**config.mk**
```make
export PLATFORM = sky130hd
export DESIGN_NAME = execute_md
export DESIGN_NICKNAME = d
export VERILOG_FILES = /design/src/rtl/rv_exec_pkg.sv /design/src/rtl/muldiv_iter.sv /design/src/rtl/execute_md.sv
export SDC_FILE = /design/constraint.sdc
export NUM_CORES = 2
export LEC_CHECK = 0
export BUFFER_PORTS_ARGS = -buffer_cell sky130_fd_sc_hd__buf_2
export CELL_PAD_IN_SITES_DETAIL_PLACEMENT = 1
export CELL_PAD_IN_SITES_GLOBAL_PLACEMENT = 1
export CORE_UTILIZATION = 39
export DETAILED_ROUTE_END_ITERATION = 10
export GPL_TIMING_DRIVEN = 1
export HOLD_SLACK_MARGIN = 0.03
export PLACE_DENSITY = 0.81
export SLEW_MARGIN = 20
export SYNTH_ARGS = -nofsm -noshare
export SYNTH_HDL_FRONTEND = slang
export SYNTH_HIERARCHICAL = 1
export SYNTH_SLANG_ARGS = --single-unit
```
**constraint.sdc**
```tcl
create_clock -name clk -period 10.2 [get_ports clk]
set_input_delay 0.51 -clock clk [delete_from_list [all_inputs] [get_ports clk]]
set_output_delay 0.51 -clock clk [all_outputs]
set_load 0.02 [all_outputs]
```
**src/rtl/rv_exec_pkg.sv**
```systemverilog
// Shared execute-stage constants: one-hot op/opcode/exception indices,
// multiply/divide op selects and the iterative unit state encoding.
package rv_exec_pkg;

  localparam int ALU_ADD    = 0;
  localparam int ALU_SUB    = 1;
  localparam int ALU_SLT    = 2;
  localparam int ALU_SLTU   = 3;
  localparam int ALU_XOR    = 4;
  localparam int ALU_OR     = 5;
  localparam int ALU_AND    = 6;
  localparam int ALU_SLL    = 7;
  localparam int ALU_SRL    = 8;
  localparam int ALU_SRA    = 9;
  localparam int ALU_EQ     = 10;
  localparam int ALU_NEQ    = 11;
  localparam int ALU_GE     = 12;
  localparam int ALU_GEU    = 13;
  localparam int ALU_MUL    = 14;
  localparam int ALU_MULH   = 15;
  localparam int ALU_MULHSU = 16;
  localparam int ALU_MULHU  = 17;
  localparam int ALU_DIV    = 18;
  localparam int ALU_DIVU   = 19;
  localparam int ALU_REM    = 20;
  localparam int ALU_REMU   = 21;
  localparam int ALU_W      = 22;

  localparam int OP_RTYPE   = 0;
  localparam int OP_ITYPE   = 1;
  localparam int OP_LOAD    = 2;
  localparam int OP_STORE   = 3;
  localparam int OP_BRANCH  = 4;
  localparam int OP_JAL     = 5;
  localparam int OP_JALR    = 6;
  localparam int OP_LUI     = 7;
  localparam int OP_AUIPC   = 8;
  localparam int OP_SYSTEM  = 9;
  localparam int OP_FENCE   = 10;
  localparam int OPCODE_W   = 11;

  localparam int EXC_ILLEGAL = 0;
  localparam int EXC_ECALL   = 1;
  localparam int EXC_EBREAK  = 2;
  localparam int EXC_MRET    = 3;
  localparam int EXC_W       = 4;

  typedef enum logic [1:0] {
    IDLE,
    BUSY,
    DONE
  } md_state_e;

  typedef enum logic [2:0] {
    MD_MUL,
    MD_MULH,
    MD_MULHSU,
    MD_MULHU,
    MD_DIV,
    MD_DIVU,
    MD_REM,
    MD_REMU
  } md_op_e;

  function automatic md_op_e md_sel(input logic [ALU_W-1:0] alu);
    md_sel = MD_MUL;
    if (alu[ALU_MULH])   md_sel = MD_MULH;
    if (alu[ALU_MULHSU]) md_sel = MD_MULHSU;
    if (alu[ALU_MULHU])  md_sel = MD_MULHU;
    if (alu[ALU_DIV])    md_sel = MD_DIV;
    if (alu[ALU_DIVU])   md_sel = MD_DIVU;
    if (alu[ALU_REM])    md_sel = MD_REM;
    if (alu[ALU_REMU])   md_sel = MD_REMU;
  endfunction

endpackage

```
**src/rtl/muldiv_iter.sv**
```systemverilog
// Radix-2 iterative multiply / restoring divide on operand magnitudes.
// Divider step is built only with EXECUTE_MD_DIV_EN defined.
module muldiv_iter
  import rv_exec_pkg::*;
#(
  parameter int XLEN = 32
) (
  input  logic            clk,
  input  logic            rst,
  input  logic            start_i,
  input  logic            abort_i,
  input  logic            hold_i,
  input  logic [2:0]      op_i,
  input  logic [XLEN-1:0] a_i,
  input  logic [XLEN-1:0] b_i,
  output logic            busy_o,
  output logic            done_o,
  output logic [XLEN-1:0] result_o
);

  localparam int CW = $clog2(XLEN);

  md_state_e         state_q, state_d;
  logic [CW-1:0]     cnt_q, cnt_d;
  logic [2:0]        op_q;
  logic              neg_q, neg_d;
  logic              sa, sb;
  logic [XLEN-1:0]   opb_q, mag_a, mag_b;
  logic [2*XLEN:0]   p_q, p_step;
  logic [XLEN:0]     up;
  logic [2*XLEN-1:0] prod;

  always_comb begin
    sa    = 1'b0;
    sb    = 1'b0;
    neg_d = 1'b0;
    unique case (op_i)
      MD_MULH: begin
        sa    = a_i[XLEN-1];
        sb    = b_i[XLEN-1];
        neg_d = sa ^ sb;
      end
      MD_MULHSU: begin
        sa    = a_i[XLEN-1];
        neg_d = sa;
      end
      // A zero divisor yields all ones, so the sign is never applied.
      MD_DIV: begin
        sa    = a_i[XLEN-1];
        sb    = b_i[XLEN-1];
        neg_d = (sa ^ sb) && (b_i != '0);
      end
      MD_REM: begin
        sa    = a_i[XLEN-1];
        sb    = b_i[XLEN-1];
        neg_d = sa;
      end
      default: ;
    endcase
  end

  assign mag_a = sa ? -a_i : a_i;
  assign mag_b = sb ? -b_i : b_i;

  always_comb begin
    state_d = state_q;
    cnt_d   = cnt_q;
    unique case (state_q)
      IDLE: if (start_i) begin
        state_d = BUSY;
        cnt_d   = CW'(XLEN-1);
      end
      BUSY: if (cnt_q == '0) state_d = DONE;
            else cnt_d = cnt_q - 1'b1;
      DONE: if (!hold_i) state_d = IDLE;
      default: state_d = IDLE;
    endcase
    if (abort_i) begin
      state_d = IDLE;
      cnt_d   = '0;
    end
  end

  always_comb begin
    up     = '0;
    p_step = p_q;
`ifdef EXECUTE_MD_DIV_EN
    if (op_q[2]) begin
      p_step = {p_q[2*XLEN-1:0], 1'b0};
      if (p_step[2*XLEN:XLEN] >= {1'b0, opb_q}) begin
        p_step[2*XLEN:XLEN] = p_step[2*XLEN:XLEN] - {1'b0, opb_q};
        p_step[0]           = 1'b1;
      end
    end else
`endif
    begin
      up     = p_q[2*XLEN:XLEN] + (p_q[0] ? {1'b0, opb_q} : '0);
      p_step = {1'b0, up, p_q[XLEN-1:1]};
    end
  end

  always_ff @(posedge clk or posedge rst) begin
    if (rst) begin
      state_q <= IDLE;
      cnt_q   <= '0;
      op_q    <= '0;
      neg_q   <= 1'b0;
      opb_q   <= '0;
      p_q     <= '0;
    end else begin
      state_q <= state_d;
      cnt_q   <= cnt_d;
      if (start_i && state_q == IDLE) begin
        op_q  <= op_i;
        neg_q <= neg_d;
        opb_q <= mag_b;
        p_q   <= {{(XLEN+1){1'b0}}, mag_a};
      end else if (state_q == BUSY) begin
        p_q <= p_step;
      end
    end
  end

  assign prod = neg_q ? -p_q[2*XLEN-1:0] : p_q[2*XLEN-1:0];

`ifdef EXECUTE_MD_DIV_EN
  logic [XLEN-1:0] quo, rem;
  assign quo = neg_q ? -p_q[XLEN-1:0] : p_q[XLEN-1:0];
  assign rem = neg_q ? -p_q[2*XLEN-1:XLEN] : p_q[2*XLEN-1:XLEN];
`endif

  always_comb begin
    result_o = prod[XLEN-1:0];
    unique case (op_q)
      MD_MULH, MD_MULHSU, MD_MULHU: result_o = prod[2*XLEN-1:XLEN];
`ifdef EXECUTE_MD_DIV_EN
      MD_DIV, MD_DIVU: result_o = quo;
      MD_REM, MD_REMU: result_o = rem;
`endif
      default: ;
    endcase
  end

  assign busy_o = (state_q != IDLE);
  assign done_o = (state_q == DONE);

endmodule

```
**src/rtl/execute_md.sv**
```systemverilog
// Execute stage: single-cycle RV32I ALU/branch plus iterative RV-M unit.
// EXECUTE_MD_DIV_EN enables DIV/DIVU/REM/REMU; otherwise they trap ILLEGAL.
module execute_md
  import rv_exec_pkg::*;
#(
  parameter int XLEN      = 32,
  parameter int IMM_OUT_W = 12
) (
  input  logic                 clk,
  input  logic                 rst,
  input  logic [ALU_W-1:0]     decode_alu_type,
  input  logic [OPCODE_W-1:0]  decode_opcode_type,
  input  logic [EXC_W-1:0]     decode_exception,
  input  logic [4:0]           decode_r_rs1,
  input  logic [4:0]           decode_r_rd,
  input  logic [2:0]           decode_funct3,
  input  logic [XLEN-1:0]      decode_imm,
  input  logic [XLEN-1:0]      decode_pc,
  input  logic [XLEN-1:0]      forward_rs1_data,
  input  logic [XLEN-1:0]      forward_rs2_data,
  output logic [4:0]           execute_rs1,
  output logic [4:0]           execute_rd,
  output logic [XLEN-1:0]      execute_rs1_data,
  output logic [XLEN-1:0]      execute_rs2_data,
  output logic [XLEN-1:0]      execute_result,
  output logic [XLEN-1:0]      execute_rd_wr_data,
  output logic [XLEN-1:0]      execute_pc,
  output logic [IMM_OUT_W-1:0] execute_imm,
  output logic [2:0]           execute_funct3,
  output logic [OPCODE_W-1:0]  execute_opcode_type,
  output logic [EXC_W-1:0]     execute_exception,
  output logic                 execute_rd_wr_en,
  output logic                 execute_rd_valid,
  output logic                 stall_from_execute,
  output logic [XLEN-1:0]      execute_next_pc,
  output logic                 execute_change_pc,
  input  logic                 clk_en,
  input  logic                 stall,
  input  logic                 force_stall,
  input  logic                 flush,
  output logic                 next_clk_en,
  output logic                 next_stall,
  output logic                 next_flush,
  output logic                 md_busy
);

  localparam int SHW = $clog2(XLEN);

  logic [XLEN-1:0]  a, b, alu_out, rd_d, md_res;
  logic [EXC_W-1:0] ill_vec;
  logic is_mul, is_div, is_m, div_ill, start, md_done, md_req_stall, upd;
  logic branch, jal, jalr, redirect, sys, wren_d, rdv_d;

  assign branch = decode_opcode_type[OP_BRANCH];
  assign jal    = decode_opcode_type[OP_JAL];
  assign jalr   = decode_opcode_type[OP_JALR];
  assign sys    = decode_opcode_type[OP_SYSTEM];

  assign a = (jal || decode_opcode_type[OP_AUIPC]) ? decode_pc : forward_rs1_data;
  assign b = (decode_opcode_type[OP_RTYPE] || branch) ? forward_rs2_data : decode_imm;

  always_comb begin
    alu_out = '0;
    unique case (1'b1)
      decode_alu_type[ALU_ADD]:  alu_out = a + b;
      decode_alu_type[ALU_SUB]:  alu_out = a - b;
      decode_alu_type[ALU_SLT]:  alu_out = XLEN'($signed(a) < $signed(b));
      decode_alu_type[ALU_SLTU]: alu_out = XLEN'(a < b);
      decode_alu_type[ALU_XOR]:  alu_out = a ^ b;
      decode_alu_type[ALU_OR]:   alu_out = a | b;
      decode_alu_type[ALU_AND]:  alu_out = a & b;
      decode_alu_type[ALU_SLL]:  alu_out = a << b[SHW-1:0];
      decode_alu_type[ALU_SRL]:  alu_out = a >> b[SHW-1:0];
      decode_alu_type[ALU_SRA]:  alu_out = $signed(a) >>> b[SHW-1:0];
      decode_alu_type[ALU_EQ]:   alu_out = XLEN'(a == b);
      decode_alu_type[ALU_NEQ]:  alu_out = XLEN'(a != b);
      decode_alu_type[ALU_GE]:   alu_out = XLEN'($signed(a) >= $signed(b));
      decode_alu_type[ALU_GEU]:  alu_out = XLEN'(a >= b);
      default:                   alu_out = '0;
    endcase
  end

  always_comb begin
    rd_d = alu_out;
    if (jal || jalr)                        rd_d = decode_pc + XLEN'(4);
    else if (decode_opcode_type[OP_LUI])    rd_d = decode_imm;
    else if (decode_opcode_type[OP_AUIPC])  rd_d = decode_pc + decode_imm;
  end

  assign is_mul = |decode_alu_type[ALU_MULHU:ALU_MUL];
  assign is_div = |decode_alu_type[ALU_REMU:ALU_DIV];
`ifdef EXECUTE_MD_DIV_EN
  assign is_m    = is_mul || is_div;
  assign div_ill = 1'b0;
`else
  assign is_m    = is_mul;
  assign div_ill = is_div;
`endif

  always_comb begin
    ill_vec              = '0;
    ill_vec[EXC_ILLEGAL] = div_ill;
  end

  assign wren_d = !(branch || decode_opcode_type[OP_STORE] ||
                    decode_opcode_type[OP_FENCE] ||
                    (sys && decode_funct3 == 3'b000)) && !div_ill;
  assign rdv_d  = !(decode_opcode_type[OP_LOAD] ||
                    (sys && decode_funct3 != 3'b000));

  assign start        = is_m && clk_en && !stall && !flush && !md_busy;
  assign md_req_stall = start || (md_busy && !md_done);
  assign next_stall   = !flush && (stall || force_stall || md_req_stall);
  assign upd          = !next_stall && !stall && clk_en;

  muldiv_iter #(.XLEN(XLEN)) u_md (
    .clk      (clk),
    .rst      (rst),
    .start_i  (start),
    .abort_i  (flush),
    .hold_i   (!upd),
    .op_i     (md_sel(decode_alu_type)),
    .a_i      (forward_rs1_data),
    .b_i      (forward_rs2_data),
    .busy_o   (md_busy),
    .done_o   (md_done),
    .result_o (md_res)
  );

  assign redirect = (branch && alu_out[0]) || jal || jalr;
  assign execute_next_pc = jalr ?
    ((forward_rs1_data + decode_imm) & {{(XLEN-1){1'b1}}, 1'b0}) :
    (decode_pc + decode_imm);
  assign execute_change_pc = redirect && upd && !flush;
  assign next_flush        = flush || execute_change_pc;

  always_ff @(posedge clk or posedge rst) begin
    if (rst) begin
      execute_rs1         <= '0;
      execute_rd          <= '0;
      execute_rs1_data    <= '0;
      execute_rs2_data    <= '0;
      execute_result      <= '0;
      execute_rd_wr_data  <= '0;
      execute_pc          <= '0;
      execute_imm         <= '0;
      execute_funct3      <= '0;
      execute_opcode_type <= '0;
      execute_exception   <= '0;
      execute_rd_wr_en    <= 1'b0;
      execute_rd_valid    <= 1'b0;
      stall_from_execute  <= 1'b0;
      next_clk_en         <= 1'b0;
    end else begin
      if (flush)    execute_rd_wr_en <= 1'b0;
      else if (upd) execute_rd_wr_en <= wren_d;
      if (upd) begin
        execute_rs1         <= decode_r_rs1;
        execute_rd          <= decode_r_rd;
        execute_rs1_data    <= forward_rs1_data;
        execute_rs2_data    <= forward_rs2_data;
        execute_pc          <= decode_pc;
        execute_imm         <= decode_imm[IMM_OUT_W-1:0];
        execute_funct3      <= decode_funct3;
        execute_opcode_type <= decode_opcode_type;
        execute_exception   <= decode_exception | ill_vec;
        execute_rd_valid    <= rdv_d;
        stall_from_execute  <= decode_opcode_type[OP_LOAD] ||
                               decode_opcode_type[OP_STORE];
        execute_result      <= md_done ? md_res : (div_ill ? '0 : alu_out);
        execute_rd_wr_data  <= md_done ? md_res : (div_ill ? '0 : rd_d);
      end
      // Bubble downstream while stalled from here; hold on an upstream stall.
      if (flush)            next_clk_en <= 1'b0;
      else if (!next_stall) next_clk_en <= clk_en;
      else if (!stall)      next_clk_en <= 1'b0;
    end
  end

endmodule

```
## Word-level counts from Yosys, hierarchy flattened

Cells that the tools add are included.

- $add $sub $neg: 10
- Order comparisons: 4
- Equal/unequal tests: 16
- Shifts and indexed selects: 3
- Multiplexer cells: 42
- Bitwise logic cells: 5
- Reductions and logical operators: 55

Operator list:

| kind | count |
|---|---|
| two-way mux 32 bit | 14 |
| one-hot mux 32 bit (14 select lines) | 1 |
| two-way mux 65 bit | 2 |
| adder 32 bit | 3 |
| greater-or-equal comparator 32 bit | 2 |
| less-than comparator 32 bit | 2 |
| two-way mux 64 bit | 1 |
| negator 32 bit | 2 |
| negator 64 bit | 1 |
| adder 33 bit | 1 |
| adder 32 x 3 -> 32 bit (second input constant) | 1 |
| AND 32 bit | 1 |
| equality test 32 bit | 1 |
| != test 32 bit | 1 |
| OR 32 bit | 1 |
| nonzero test 32 bit | 1 |
| left shift 32 x 5 -> 32 bit | 1 |
| right shift 32 x 5 -> 32 bit | 1 |
| >>> shifter 32 x 5 -> 32 bit | 1 |
| subtractor 32 bit | 1 |
| XOR 32 bit | 1 |
| two-way mux 3 bit | 6 |
| logical AND 1 bit | 16 |
| two-way mux 5 bit | 3 |
| 26 further kinds | 70 |

- Register bits: 312

## Logic depth before layout (Yosys ltp)

- Depth after elaboration: 14
- Gate-level depth with buffers: 22

## Cells and area by module

The synthesis kept the hierarchy.

Modules (own cells, without submodules):

| module | instances | cells an instance | area an instance (um^2) |
|---|---|---|---|
| execute_md | 1 | 3113 | 23216.0 |
| muldiv_iter | 1 | 1225 | 9320.2 |

## Worst setup path after synthesis

No wires, ideal clock.

- Path kind: input -> output
- Start: input decode_opcode_type[4]
- End: output execute_change_pc
- Arrival time: 4.787 ns
- Required time: 9.690 ns
- Setup slack: 4.903 ns
- Stages on the path: 18
- Buffers on the path: 4
- Cell sequence: buf_4 > nor2_1 > clkbuf_1 > buf_1 > mux2_2 > ha_1 > buf_2 > or4_1 > nor2_1 > and4b_1 > nand2_1 > o21ai_0 > o21bai_1 > a21oi_1 > a2111oi_0 > nor2_1 > o21ai_1 > a211oi_1

- Cells in the longest elaborated chain, start to end: 9

RTL lines:

| element | RTL line | RTL |
|---|---|---|
| start: declaration | execute_md.sv:12 | `input logic [OPCODE_W-1:0] decode_opcode_type,` |
| logical OR 1 bit | execute_md.sv:60 | `assign b = (decode_opcode_type[OP_RTYPE] \|\| branch) ? forward_rs2_data : decode_imm;` |
| two-way mux 32 bit | execute_md.sv:60 |  |
| subtractor 32 bit, or another cell as far along | execute_md.sv:66 | `decode_alu_type[ALU_SUB]: alu_out = a - b;` |
| one-hot mux 32 bit (14 select lines) | execute_md.sv:64 | `unique case (1'b1)` |
| logical AND 1 bit * | execute_md.sv:130 | `assign redirect = (branch && alu_out[0]) \|\| jal \|\| jalr;` |
| logical OR 1 bit * (2 in a row) | execute_md.sv:130 |  |
| logical AND 1 bit * (2 in a row) | execute_md.sv:134 | `assign execute_change_pc = redirect && upd && !flush;` |
| end: declaration | execute_md.sv:36 | `output logic execute_change_pc,` |

Every way passes the cells marked *; elsewhere a longest branch is shown, timed or not.

## Worst setup path in the final report

- Start: input decode_opcode_type[8]
- End: output execute_change_pc

- Cells in the longest elaborated chain, start to end: 9

RTL lines:

| element | RTL line | RTL |
|---|---|---|
| logical OR 1 bit * | execute_md.sv:59 | `assign a = (jal \|\| decode_opcode_type[OP_AUIPC]) ? decode_pc : forward_rs1_data;` |
| two-way mux 32 bit * | execute_md.sv:59 |  |
| subtractor 32 bit, or another cell as far along | execute_md.sv:66 |  |
| one-hot mux 32 bit (14 select lines) * | execute_md.sv:64 |  |
| logical AND 1 bit * | execute_md.sv:130 |  |
| logical OR 1 bit * (2 in a row) | execute_md.sv:130 |  |
| logical AND 1 bit * (2 in a row) | execute_md.sv:134 |  |

Marks and branches as above.

==> summary.txt <==
Run status
  – Outcome: complete, no violations

STA
  – Setup violations, final: 0
  – Period Utilization, post-route: 0.7371
  – Max Fclk: 133.0 MHz
  – RSZ-0062 raised after global routing: false
  – Final Critical Period: 7518 ps
  – Final TNS setup: 0 ps
  – Worst clock skew: 29.72 ps
  – Setup ws final: 2682 ps
  – Slew margin rel.: 0.07655
  – Final hold vios: 0
  – Slew Viols, Final: 0
  – Worst-margin pin slew: 1377 ps

Global routing
  – First-pass GRT wire length: 252600 microns
  – Initial antenna violation count: 22
  – Largest net degree at the start of global routing: 100
  – GRT Total Usage: 0.4015
  – Via count of the first global-routing pass: 36052
  – Remaining Overflow, GRT: 0

Synth
  – Ranking of synthesized cells by area: dfrtp_1 24%, nand2_1 9.9%, ha_1 7.7%
  – Yosys warning total: 6
  – Synth Register Bits: 311
  – Post-synth top area share: 0.2392
  – Sequential share of the synthesized area: 0.2392
  – Mapped Cells: 4338
  – Syn Area/Cell: 7.500 sq um
  – Ys flop type: dfrtp_1
  – Asr flop ratio synth: 1.000
  – Synthesized cell area: 0.03254 sq mm
  – Post-synth top cells: 858 x nand2_1, 327 x a21oi_1, 311 x dfrtp_1, 311 x o21ai_0, 308 x nor2_1
  – Post-synth top area cell: dfrtp_1
  – Post-synth EDFFs: 0
  – Distinct cell type count after synthesis: 108
  – Top-count cell post-synth: nand2_1
  – Mapped Nets: 4726

Die
  – I/O pin total: 424
  – Initial Util: 0.3950
  – Die Y: 290.8 microns
  – Core box area: 0.08237 sq mm
  – Rows: 105
  – Die ar.: 0.08459 sq mm
  – DIE WIDTH: 290.8 microns

Setup path
  – CP top delay family: simple AND/OR/NAND/NOR gates
  – Crit Path Category: input port to output pin
  – CP startpoint: decode_opcode_type[8]
  – Worst-path maximum fanout: 32
  – Crit path buf inv count: 3
  – Slowest cell delay on critical path: 680 ps
  – Crit-path cells: buf_2 > nor2_4 > mux2i_2 > inv_1 > ha_1 > or4_1 > nor2_1 > and4b_1 > nand2_1 > o21ai_0 > o21bai_1 > a21oi_1 > a2111oi_0 > nor2_1 > o21ai_1 > a211oi_1 > buf_2
  – R2R Path Start: u_md/p_q[0]
  – Critical Path AT: 7010 ps
  – Slowest-stage cell, CP: a211oi_1
  – Setup crit end kind: output pin
  – Required time worst endpoint: 9690 ps
  – CP Launch Type: input port

Detailed routing
  – Overall routed net length: 175500 microns
  – Vias per inst: 6.500
  – Wire per inst: 30.81 microns
  – Detail Route Antenna Nets: 0
  – Drt drc: 0
  – DRT iter0 DRCs: 4610
  – Via count: 37033
  – Drt pass-1 iters: 6

Cells and area
  – Area grow syn2layout: 12.32%
  – Share of layout cells above drive strength 1: 0.1574
  – Total Nets Final: 4978

Pwr
  – Peak supply drop: 122.2 uV
  – P_int: 3.439 mW
  – Power Density: 182.2 mW/mm^2
  – Sw frac: 0.4836
  – Reg power frac: 0.285
  – P_sw: 3.221 mW
  – Comb pwr share: 0.493
  – Clock network power share: 0.222
  – LEAKAGE: 16.95 nW

Clocking
  – H-tree Lvls: 2
  – Hold_buf cts: 0
  – Num CTS Buffers: 40
  – Buffers from clock root to sink, at most: 3
  – Clk_lat worst skew: 590 ps
  – Clock Tree Root: clkbuf_16
  – Sink Count: 311
  – Post_cts resized: 0
  – Clock-pin slew on the worst setup and hold paths: 60 ps
  – CTS tree: built
  – Setup bufs post-CTS: 0

Placed design
  – Global placement routability congestion: 1.054
  – HPWL after DPL: 136400 microns
  – Port-buffer cells: 423
  – Worst slack, placed: 3075 ps

Run
  – Max-cap viol count: 0

Min path
  – Hold WC Path Type: input port to async pin
[per-stage QoR]
step                      area, sq um  power, mW  std cells  hold WS, ps    util
after floorplan                 32540      3.847       4338        442.4       -
after global placement          35190      4.976       5617        446.8  0.4272
after detailed placement        35190      5.049       5617        456.8  0.4272
after CTS                       36510      6.538       5689        48.43  0.4432
after global routing            36530      6.913       5692        88.91  0.4435
final                           36550      6.659       5697        40.83  0.4437
[cells by family (layout without fill, tap and decap cells)]
group                      Yosys count  count (layout)  share of synthesized area
buffers and inverters              426             708                    0.05807
and+or+nand+nor                   1663            1663                     0.2287
muxes                              238             238                    0.08318
adders and majority gates          204             204                    0.07960
AOI/OAI and AO/OA                 1254            1254                     0.2461
DFF                                311             311                     0.2392
xor gates and xnor gates           242             242                    0.06514
other                                0               7                          0
[state kept, by name, indices dropped and copies added (netlist names), 11 cells and up]
register and cells:
u_md/p_q 64, execute_pc 32, execute_rd_wr_data 32, execute_result 32, execute_rs1_data 32, execute_rs2_data 32
u_md/opb_q 32, execute_imm 12, execute_opcode_type 11
[power groups by stage]
stage	Clock [mW]	Combinational (mW)	Sequential, mW
after floorplan	0	1.95	1.89
after global placement	0	3.10	1.88
after detailed placement	0	3.16	1.89
after CTS	1.48	3.18	1.88
after global routing	1.53	3.47	1.92
final	1.48	3.28	1.90
[area by class of cell]
| cell class | instances | area (sq um) |
|---|---|---|
| diodes | 7 | 17.52 |
| clock inverters | 15 | 171.4 |
| inverters | 160 | 633.1 |
| repair buffers | 476 | 2515 |
| well taps | 1070 | 1339 |
| multi-input cells | 3601 | 22940 |
| fillers | 10336 | 45830 |
| flip-flops and latches | 311 | 7784 |
| clock buffers | 57 | 1145 |
[worst paths after layout]
kind                                           to  slack [ps]  cells after the start
min in group clk                   execute_rs1[0]         110                      3
min reg2reg                        execute_imm[7]         470                      2
max in group asynchronous  execute_opcode_type[3]        7950                      4
max                             execute_change_pc        2680                     17
max reg2reg                execute_rd_wr_data[26]        5680                     13
min                                  u_md/p_q[10]          40                      2
[per-layer routing]
metal	routed length [microns]	track usage	up-vias	share of wire
met2	77790	0.6275	2081	0.44
met5	109	0	-	0.00062
met3	17560	0.09215	491	0.10
li1	-	-	16006	-
met1	69550	0.5122	18435	0.40
met4	10520	0.2165	20	0.060
[worst reg2reg max path, cell delays in order, from the launching register on]
cell     delay, ps
dfrtp_1        750
inv_1          260
ha_1           180
or3b_1         470
nor3_1         350
nand4_1        270
or2_1          350
or3b_4         460
o21ai_1        170
xor2_1          80
o21ai_1        370
nand2_1        240
a31o_2         330
a41oi_1        170
[cell usage in the layout (no fill, tap or decap), drive strengths merged, types with 17 or more instances in the layout]
| master | count |
|---|---|
| mux2i | 140 |
| o221ai | 25 |
| ha | 199 |
| nand2 | 858 |
| a211o | 19 |
| o31ai | 46 |
| nor3 | 70 |
| a221o | 17 |
| nor2b | 26 |
| dfrtp | 311 |
| o21ai | 353 |
| o22ai | 25 |
| inv | 162 |
| a31oi | 70 |
| a221oi | 32 |
| o211ai | 51 |
| o21bai | 20 |
| and3 | 43 |
| o21a | 29 |
| or3 | 30 |
| nor2 | 308 |
| xor2 | 113 |
| a211oi | 34 |
| mux2 | 90 |
| nand4 | 31 |
| o41ai | 19 |
| and2 | 53 |
| buf | 475 |
| a21oi | 327 |
| nand3 | 119 |
| nor4 | 24 |
| nand2b | 33 |
| xnor2 | 129 |
| a21o | 64 |
| clkbuf | 58 |
No activity file was read; power rests on OpenSTA's default activity.
